`src/rtl/sccb_pkg.sv`:
```
// Shared definitions for the SCCB register-port target and related bus tooling.
// State encoding is exported on state_out, so keep the values stable.
package sccb_pkg;

    typedef enum logic [3:0] {
        IDLE     = 4'd0,
        DEV_ADDR = 4'd1,
        DEV_ACK  = 4'd2,
        REG_HI   = 4'd3,
        ACK_HI   = 4'd4,
        REG_LO   = 4'd5,
        ACK_LO   = 4'd6,
        WR_DATA  = 4'd7,
        ACK_DATA = 4'd8,
        RD_DATA  = 4'd9,
        RD_ACK   = 4'd10,
        IGNORE   = 4'd11
    } sccb_tstate_t;

    localparam logic [6:0] OV5640_SCCB_ADDR = 7'h3C;
    localparam logic       SCCB_ACK         = 1'b0;
    localparam logic       SCCB_NACK        = 1'b1;

endpackage

```
`src/rtl/sccb_line_sync.sv`:
```
// SCL/SDA input synchronizers with one-cycle edge, START and STOP pulses.
// Reusable by anything that needs to observe the bus passively.
module sccb_line_sync #(
    parameter int SYNC_STAGES = 2
) (
    input  logic i_clk,
    input  logic i_rst,
    input  logic i_scl,
    input  logic i_sda,
    output logic o_sda,
    output logic o_scl_rise,
    output logic o_scl_fall,
    output logic o_start,
    output logic o_stop
);

    logic [SYNC_STAGES-1:0] r_scl_sync;
    logic [SYNC_STAGES-1:0] r_sda_sync;
    logic                   r_scl_prev;
    logic                   r_sda_prev;
    logic                   w_scl;
    logic                   w_sda;

    // Reset to the idle-bus level so leaving reset never fakes an edge or START.
    always_ff @(posedge i_clk or posedge i_rst) begin
        if (i_rst) begin
            r_scl_sync <= '1;
            r_sda_sync <= '1;
            r_scl_prev <= 1'b1;
            r_sda_prev <= 1'b1;
        end else begin
            r_scl_sync <= {r_scl_sync[SYNC_STAGES-2:0], i_scl};
            r_sda_sync <= {r_sda_sync[SYNC_STAGES-2:0], i_sda};
            r_scl_prev <= w_scl;
            r_sda_prev <= w_sda;
        end
    end

    assign w_scl      = r_scl_sync[SYNC_STAGES-1];
    assign w_sda      = r_sda_sync[SYNC_STAGES-1];
    assign o_sda      = w_sda;
    assign o_scl_rise = w_scl & ~r_scl_prev;
    assign o_scl_fall = ~w_scl & r_scl_prev;
    assign o_start    = w_scl & r_scl_prev & r_sda_prev & ~w_sda;
    assign o_stop     = w_scl & r_scl_prev & ~r_sda_prev & w_sda;

endmodule

```
`src/rtl/sccb_target.sv`:
```
// SCCB responder for an OV5640-style 16-bit register map: turns address+data
// writes into register-file strobes and serves auto-incrementing reads.
module sccb_target
    import sccb_pkg::*;
#(
    parameter logic [6:0] DEVICE_ADDR = OV5640_SCCB_ADDR,
    parameter int         SYNC_STAGES = 2
) (
    input  logic        clk_in,
    input  logic        rst_in,
    input  logic        scl_i,
    input  logic        sda_i,
    output logic        sda_o,
    output logic        sda_t,
    output logic        wr_valid,
    output logic [15:0] wr_addr,
    output logic [7:0]  wr_data,
    output logic [15:0] rd_addr,
    input  logic [7:0]  rd_data,
    output logic        busy,
    output logic [3:0]  state_out
);

    sccb_tstate_t r_state;
    sccb_tstate_t w_state_next;
    logic [2:0]   r_bit_cnt;
    logic         r_phase_done;
    logic [7:0]   r_shift;
    logic [15:0]  r_ptr;
    logic         r_sda_t;
    logic         r_busy;
    logic         r_wr_valid;
    logic [15:0]  r_wr_addr;
    logic [7:0]   r_wr_data;

    logic w_sda;
    logic w_scl_rise;
    logic w_scl_fall;
    logic w_start;
    logic w_stop;
    logic w_addr_match;
    logic w_rx_state;
    logic w_byte_end;
    logic w_sda_t_next;
    logic w_wr_fire;

    sccb_line_sync #(.SYNC_STAGES(SYNC_STAGES)) u_line_sync (
        .i_clk      (clk_in),
        .i_rst      (rst_in),
        .i_scl      (scl_i),
        .i_sda      (sda_i),
        .o_sda      (w_sda),
        .o_scl_rise (w_scl_rise),
        .o_scl_fall (w_scl_fall),
        .o_start    (w_start),
        .o_stop     (w_stop)
    );

    // r_phase_done marks "8 bits seen" in byte states and "master ACKed" in RD_ACK.
    assign w_addr_match = (r_shift[7:1] == DEVICE_ADDR);
    assign w_rx_state   = (r_state == DEV_ADDR) || (r_state == REG_HI) ||
                          (r_state == REG_LO)   || (r_state == WR_DATA);
    assign w_byte_end   = w_scl_fall & r_phase_done;

    always_ff @(posedge clk_in or posedge rst_in) begin
        if (rst_in) begin
            r_state <= IDLE;
        end else begin
            r_state <= w_state_next;
        end
    end

    always_comb begin
        // NOTE: default first so every path assigns and no latch is inferred.
        w_state_next = r_state;
        if (w_stop) begin
            w_state_next = IDLE;
        end else if (w_start) begin
            w_state_next = DEV_ADDR;
        end else begin
            case (r_state)
                DEV_ADDR: if (w_byte_end) w_state_next = w_addr_match ? DEV_ACK : IGNORE;
                DEV_ACK:  if (w_scl_fall) w_state_next = r_shift[0] ? RD_DATA : REG_HI;
                REG_HI:   if (w_byte_end) w_state_next = ACK_HI;
                ACK_HI:   if (w_scl_fall) w_state_next = REG_LO;
                REG_LO:   if (w_byte_end) w_state_next = ACK_LO;
                ACK_LO:   if (w_scl_fall) w_state_next = WR_DATA;
                WR_DATA:  if (w_byte_end) w_state_next = ACK_DATA;
                ACK_DATA: if (w_scl_fall) w_state_next = WR_DATA;
                RD_DATA:  if (w_byte_end) w_state_next = RD_ACK;
                RD_ACK: begin
                    if (w_scl_rise && w_sda == SCCB_NACK) w_state_next = IGNORE;
                    else if (w_byte_end)                  w_state_next = RD_DATA;
                end
                default: w_state_next = r_state;
            endcase
        end
    end

    // SDA changes only on SCL falls; a 1 bit is sent by releasing the line.
    always_comb begin
        w_sda_t_next = r_sda_t;
        w_wr_fire    = (r_state == WR_DATA) && w_scl_rise && (r_bit_cnt == 3'd7);
        if (w_start || w_stop) begin
            w_sda_t_next = 1'b1;
        end else if (w_scl_fall) begin
            case (r_state)
                DEV_ADDR:                 if (r_phase_done) w_sda_t_next = ~w_addr_match;
                REG_HI, REG_LO, WR_DATA:  if (r_phase_done) w_sda_t_next = SCCB_ACK;
                DEV_ACK:                  w_sda_t_next = r_shift[0] ? rd_data[7] : 1'b1;
                RD_DATA:                  w_sda_t_next = r_phase_done ? 1'b1 : r_shift[6];
                RD_ACK:                   w_sda_t_next = r_phase_done ? rd_data[7] : 1'b1;
                default:                  w_sda_t_next = 1'b1;
            endcase
        end
    end

    always_ff @(posedge clk_in or posedge rst_in) begin
        if (rst_in) begin
            r_bit_cnt    <= '0;
            r_phase_done <= 1'b0;
            r_shift      <= '0;
            r_ptr        <= '0;
            r_sda_t      <= 1'b1;
            r_busy       <= 1'b0;
            r_wr_valid   <= 1'b0;
            r_wr_addr    <= '0;
            r_wr_data    <= '0;
        end else begin
            // NOTE: non-blocking throughout, so every read sees pre-edge values.
            r_wr_valid <= 1'b0;
            r_sda_t    <= w_sda_t_next;

            if (w_stop) begin
                r_busy <= 1'b0;
            end else if (w_state_next == DEV_ACK && r_state != DEV_ACK) begin
                r_busy <= 1'b1;
            end

            if (w_start || w_stop) begin
                r_bit_cnt    <= '0;
                r_phase_done <= 1'b0;
            end else begin
                if (w_scl_rise && (w_rx_state || r_state == RD_DATA)) begin
                    r_bit_cnt <= r_bit_cnt + 3'd1;
                    if (r_bit_cnt == 3'd7) r_phase_done <= 1'b1;
                end
                if (w_scl_rise && w_rx_state) r_shift <= {r_shift[6:0], w_sda};
                if (w_byte_end) r_phase_done <= 1'b0;

                if (w_wr_fire) begin
                    r_wr_valid <= 1'b1;
                    r_wr_addr  <= r_ptr;
                    r_wr_data  <= {r_shift[6:0], w_sda};
                end

                case (r_state)
                    REG_HI:   if (w_byte_end) r_ptr[15:8] <= r_shift;
                    REG_LO:   if (w_byte_end) r_ptr[7:0]  <= r_shift;
                    ACK_DATA: if (w_scl_fall) r_ptr <= r_ptr + 16'd1;
                    DEV_ACK:  if (w_scl_fall && r_shift[0]) r_shift <= rd_data;
                    RD_DATA:  if (w_scl_fall && !r_phase_done) r_shift <= {r_shift[6:0], 1'b0};
                    RD_ACK: begin
                        if (w_scl_rise && w_sda == SCCB_ACK) begin
                            r_ptr        <= r_ptr + 16'd1;
                            r_phase_done <= 1'b1;
                        end
                        if (w_byte_end) r_shift <= rd_data;
                    end
                    default: ;
                endcase
            end
        end
    end

    assign sda_o     = 1'b0;
    assign sda_t     = r_sda_t;
    assign wr_valid  = r_wr_valid;
    assign wr_addr   = r_wr_addr;
    assign wr_data   = r_wr_data;
    assign rd_addr   = r_ptr;
    assign busy      = r_busy;
    assign state_out = r_state;

endmodule

```
`config.mk`:
```
export PLATFORM = sky130hd
export DESIGN_NAME = sccb_target
export DESIGN_NICKNAME = d
export VERILOG_FILES = /design/src/rtl/sccb_pkg.sv /design/src/rtl/sccb_line_sync.sv /design/src/rtl/sccb_target.sv
export SDC_FILE = /design/constraint.sdc
export NUM_CORES = 1
export LEC_CHECK = 0
export CAP_MARGIN = 10
export CORE_ASPECT_RATIO = 1.1
export CORE_MARGIN = 3
export CORE_UTILIZATION = 53
export CTS_CLUSTER_SIZE = 16
export DETAILED_ROUTE_END_ITERATION = 7
export PLACE_DENSITY = 0.81
export RECOVER_POWER = 100
export SYNTH_ARGS = -nofsm -noshare
export SYNTH_HDL_FRONTEND = slang
export SYNTH_SLANG_ARGS = --single-unit
```
`constraint.sdc`:
```
create_clock -name clk_in -period 2.5 [get_ports clk_in]
set_input_delay 0.25 -clock clk_in [delete_from_list [all_inputs] [get_ports clk_in]]
set_output_delay 0.25 -clock clk_in [all_outputs]
set_load 0.005 [all_outputs]
```
==> impl_metrics.json <==
{
  "synth_mux_area_frac": 0.0901,
  "drv_cap": 0,
  "max-clock-path-buffers": 2,
  "postRouteAntennaNets": 0,
  "routed-via-count": 3086,
  "layoutNonFillerInstCount": 492,
  "criticalPathCategory": "flip-flop to flip-flop",
  "synth_edf_count": 0,
  "mostFrequentLayoutCells": "dfrtp_1 (58), dlygate4sd3_1 (48), a21oi_1 (30)",
  "synth.top_cell.area_share": 0.408,
  "worstPathCellList": "clkbuf_1, nor4bb_1, a22oi_1, nor2b_1, buf_2, a22o_1, a21o_1",
  "async_flop_share": 1.00,
  "antenna_violations_before_repair": 0,
  "timing.rr.start": "state_out[1]",
  "reg2reg_depth": 7,
  "critical_path.startpoint": "state_out[1]",
  "areaGrowthSynthToFinish_pct": 23.2,
  "powerDensity_nw_per_um2": 962,
  "fin_crit_sh": 0.963,
  "detailedRoute.firstIterationViolations": 233,
  "drc": 0,
  "synth_top_area_cell": "dfrtp_1",
  "cts_root_buf": "clkbuf_8",
  "clock_tree.htree_level_count": 3,
  "critical_path.startpoint_type": "flip-flop",
  "static-leakage-power_nw": 2.00,
  "syn_area_per_cell_um2": 10.2,
  "share_of_synthesized_cell_area_in_and_or_nand_and_nor_gates": 0.196,
  "multi_input_comb_area_um2": 1740,
  "critical-path-top-delay-family": "simple AND/OR/NAND/NOR gates",
  "clkLatencyLatePin_ns": 0.34,
  "critical_path_buf_inv_count": 2,
  "die_area_um2": 7720,
  "first_global_vias": 2961,
  "vias_per_cell": 6.27,
  "fill_cells": 511,
  "synth-xor-area-share": 0.00493,
  "placement.cell_area_um2": 4200,
  "port-buffer-count": 58,
  "final_layout_size_suffix_gt1_frac": 0.158,
  "postCtsHoldBufs": 0,
  "synth_top_family_by_area": "simple AND/OR/NAND/NOR gates",
  "nets": 422,
  "detail_route.wl_per_cell_um": 17.4,
  "initial_core_util": 0.560,
  "firstDrtPassIters": 4,
  "die_w_um": 84.1,
  "dpl.hpwl_mm": 6.12,
  "end_kind": "flip-flop",
  "grt_util_all_layers": 0.233,
  "synthTopCellsByArea": "dfrtp_1 (41%), mux2_2 (7.6%), dfstp_2 (5.2%)",
  "fin_area_um2": 4380,
  "synthesis.instances": 350,
  "synth_cell_type_count": 67,
  "hold_viol_final": 0,
  "fp-row-count": 30,
  "slowest_delay_ns": 0.61,
  "finalSetupViolations": 0,
  "worst-endpoint-arrival_ns": 2.69,
  "dp.cells": 476,
  "max_clock_freq_ghz": 0.415,
  "grt_setup_unrepaired": "false",
  "outcome": "finished clean",
  "cts_tree": "done",
  "cts_inserted_buffers": 9,
  "die_height_um": 91.9,
  "number_of_clock_sinks": 65,
  "timing_max_transition_violations_final": 0,
  "mappedNetlistArea_um2": 3550,
  "cts_setup_buffers": 0,
  "clk_transition_reported_paths_ns": 0.07,
  "tightest_slew_ns": 1.29,
  "worst_hold_path_type": "input pin to async pin",
  "totalWireLength_mm": 8.56,
  "clock_skew_ns": 0.00887,
  "power_mw": 4.21,
  "synth_ff_type": "dfrtp_1",
  "grt_start_max_net_pins": 33,
  "final_core_utilization": 0.690,
  "ys_warn_count": 0,
  "period_minus_slack_ns": 2.41,
  "relative_max_transition_margin": 0.141,
  "cp_max_fo": 15,
  "postCtsResizedCells": 0,
  "synth.ff_latch_count": 65,
  "seqCellArea_um2": 1640,
  "vdd_ir_drop_max_v": 0.000525,
  "compound_cell_area_share_of_the_yosys_netlist": 0.189,
  "worstPathRequired_ns": 2.78,
  "yosys.area_share.adder": 0.0106,
  "mappedNetlistNets": 365,
  "core-area_um2": 6340,
  "layout_commonest_cell": "dfrtp_1",
  "critPathSlowestCell": "dfrtp_1",
  "pin_count": 60,
  "grt_first_pass_wirelength_mm": 14.5,
  "yosysSeqAreaShare": 0.460,
  "gp_congestion": 0.900,
  "grt-ovfl-total": 0,
  "setup.reg_to_reg.worst_slack_ns": 0.09,
  "setup_total_negative_slack_ns": 0,
  "crit-reg2reg-capture": "r_shift[0]",
  "n_antenna_cell": 0
}
-- worst register-to-register path, cell delays in order (launching register included) --
cell and delay [ns]:
dfrtp_1 0.61, clkbuf_1 0.43, nor4bb_1 0.54, a22oi_1 0.18, nor2b_1 0.15, buf_2 0.21
a22o_1 0.15, a21o_1 0.08
-- cell type report --
class | instances | area share
multi-input combinational | 252 | 0.396
inverter | 8 | 0.00686
clock buffer | 11 | 0.0323
tap | 80 | 0.0229
clock inverter | 5 | 0.0180
sequential | 65 | 0.374
timing repair buffer | 71 | 0.150
-- per-layer routing --
layer | global-route usage | part of all wire | vias up
met2 | 0.352 | 0.47 | 157
li1 | - | - | 1416
met1 | 0.315 | 0.43 | 1489
met3 | 0.0530 | 0.074 | 24
met4 | 0.115 | 0.029 | 0
met5 | 0 | 0 | -
-- synth_stat cells (6+ instances only) --
cell	instances
mux2_2	24
clkbuf_1	9
a21oi_1	30
nand3_1	8
a221o_1	6
dfrtp_1	58
buf_2	8
nor2b_1	10
dfstp_2	7
o21ai_0	18
nor2_1	27
nand2_1	21
inv_1	8
-- through the flow --
step / setup WS (ns) / hold WS (ns)
6_report: 0.0925 / 0.297
5_1_grt: 0.0130 / 0.331
3_3_place_gp: 0.248 / 0.346
3_5_place_dp: 0.196 / 0.350
2_1_floorplan: 0.392 / 0.254
4_1_cts: 0.173 / 0.117
-- how the worst max path moves through the flow --
stage / end / slack [ns] / cells past startpoint
2_1_floorplan: wr_addr[10] / 0.39 / 5
3_3_place_gp: rd_addr[3] / 0.25 / 5
3_5_place_dp: rd_addr[3] / 0.20 / 5
4_1_cts: rd_addr[0] / 0.17 / 5
5_1_grt: rd_addr[3] / 0.01 / 5
6_report: r_shift[0] / 0.09 / 7
-- kinds of logic (layout without fill, tap and decap cells) --
logic type | after synthesis | count (layout)
and+or+nand+nor | 119 | 119
xor gates and xnor gates | 2 | 2
AOI/OAI and AO/OA | 98 | 98
muxes | 29 | 29
other | 1 | 1
DFF | 65 | 65
adders and majority gates | 3 | 3
buffers and inverters | 33 | 95
-- state kept, by name, summed over array words and instances (netlist names) --
name / count
busy: 1
r_bit_cnt: 3
r_phase_done: 1
r_shift: 8
rd_addr: 16
sda_t: 1
state_out: 4
u_line_sync.r_scl_prev: 1
u_line_sync.r_scl_sync: 2
u_line_sync.r_sda_prev: 1
u_line_sync.r_sda_sync: 2
wr_addr: 16
wr_data: 8
wr_valid: 1
-- power by group --
group          total, mW  internal (mW)  leakage, nW  switching [mW]
logic               1.49          0.758         1.04           0.731
registers           1.73           1.31        0.847           0.420
clock network      0.996          0.587        0.113           0.409
total               4.21           2.65         2.00            1.56
(Power assumes the default switching activity.)
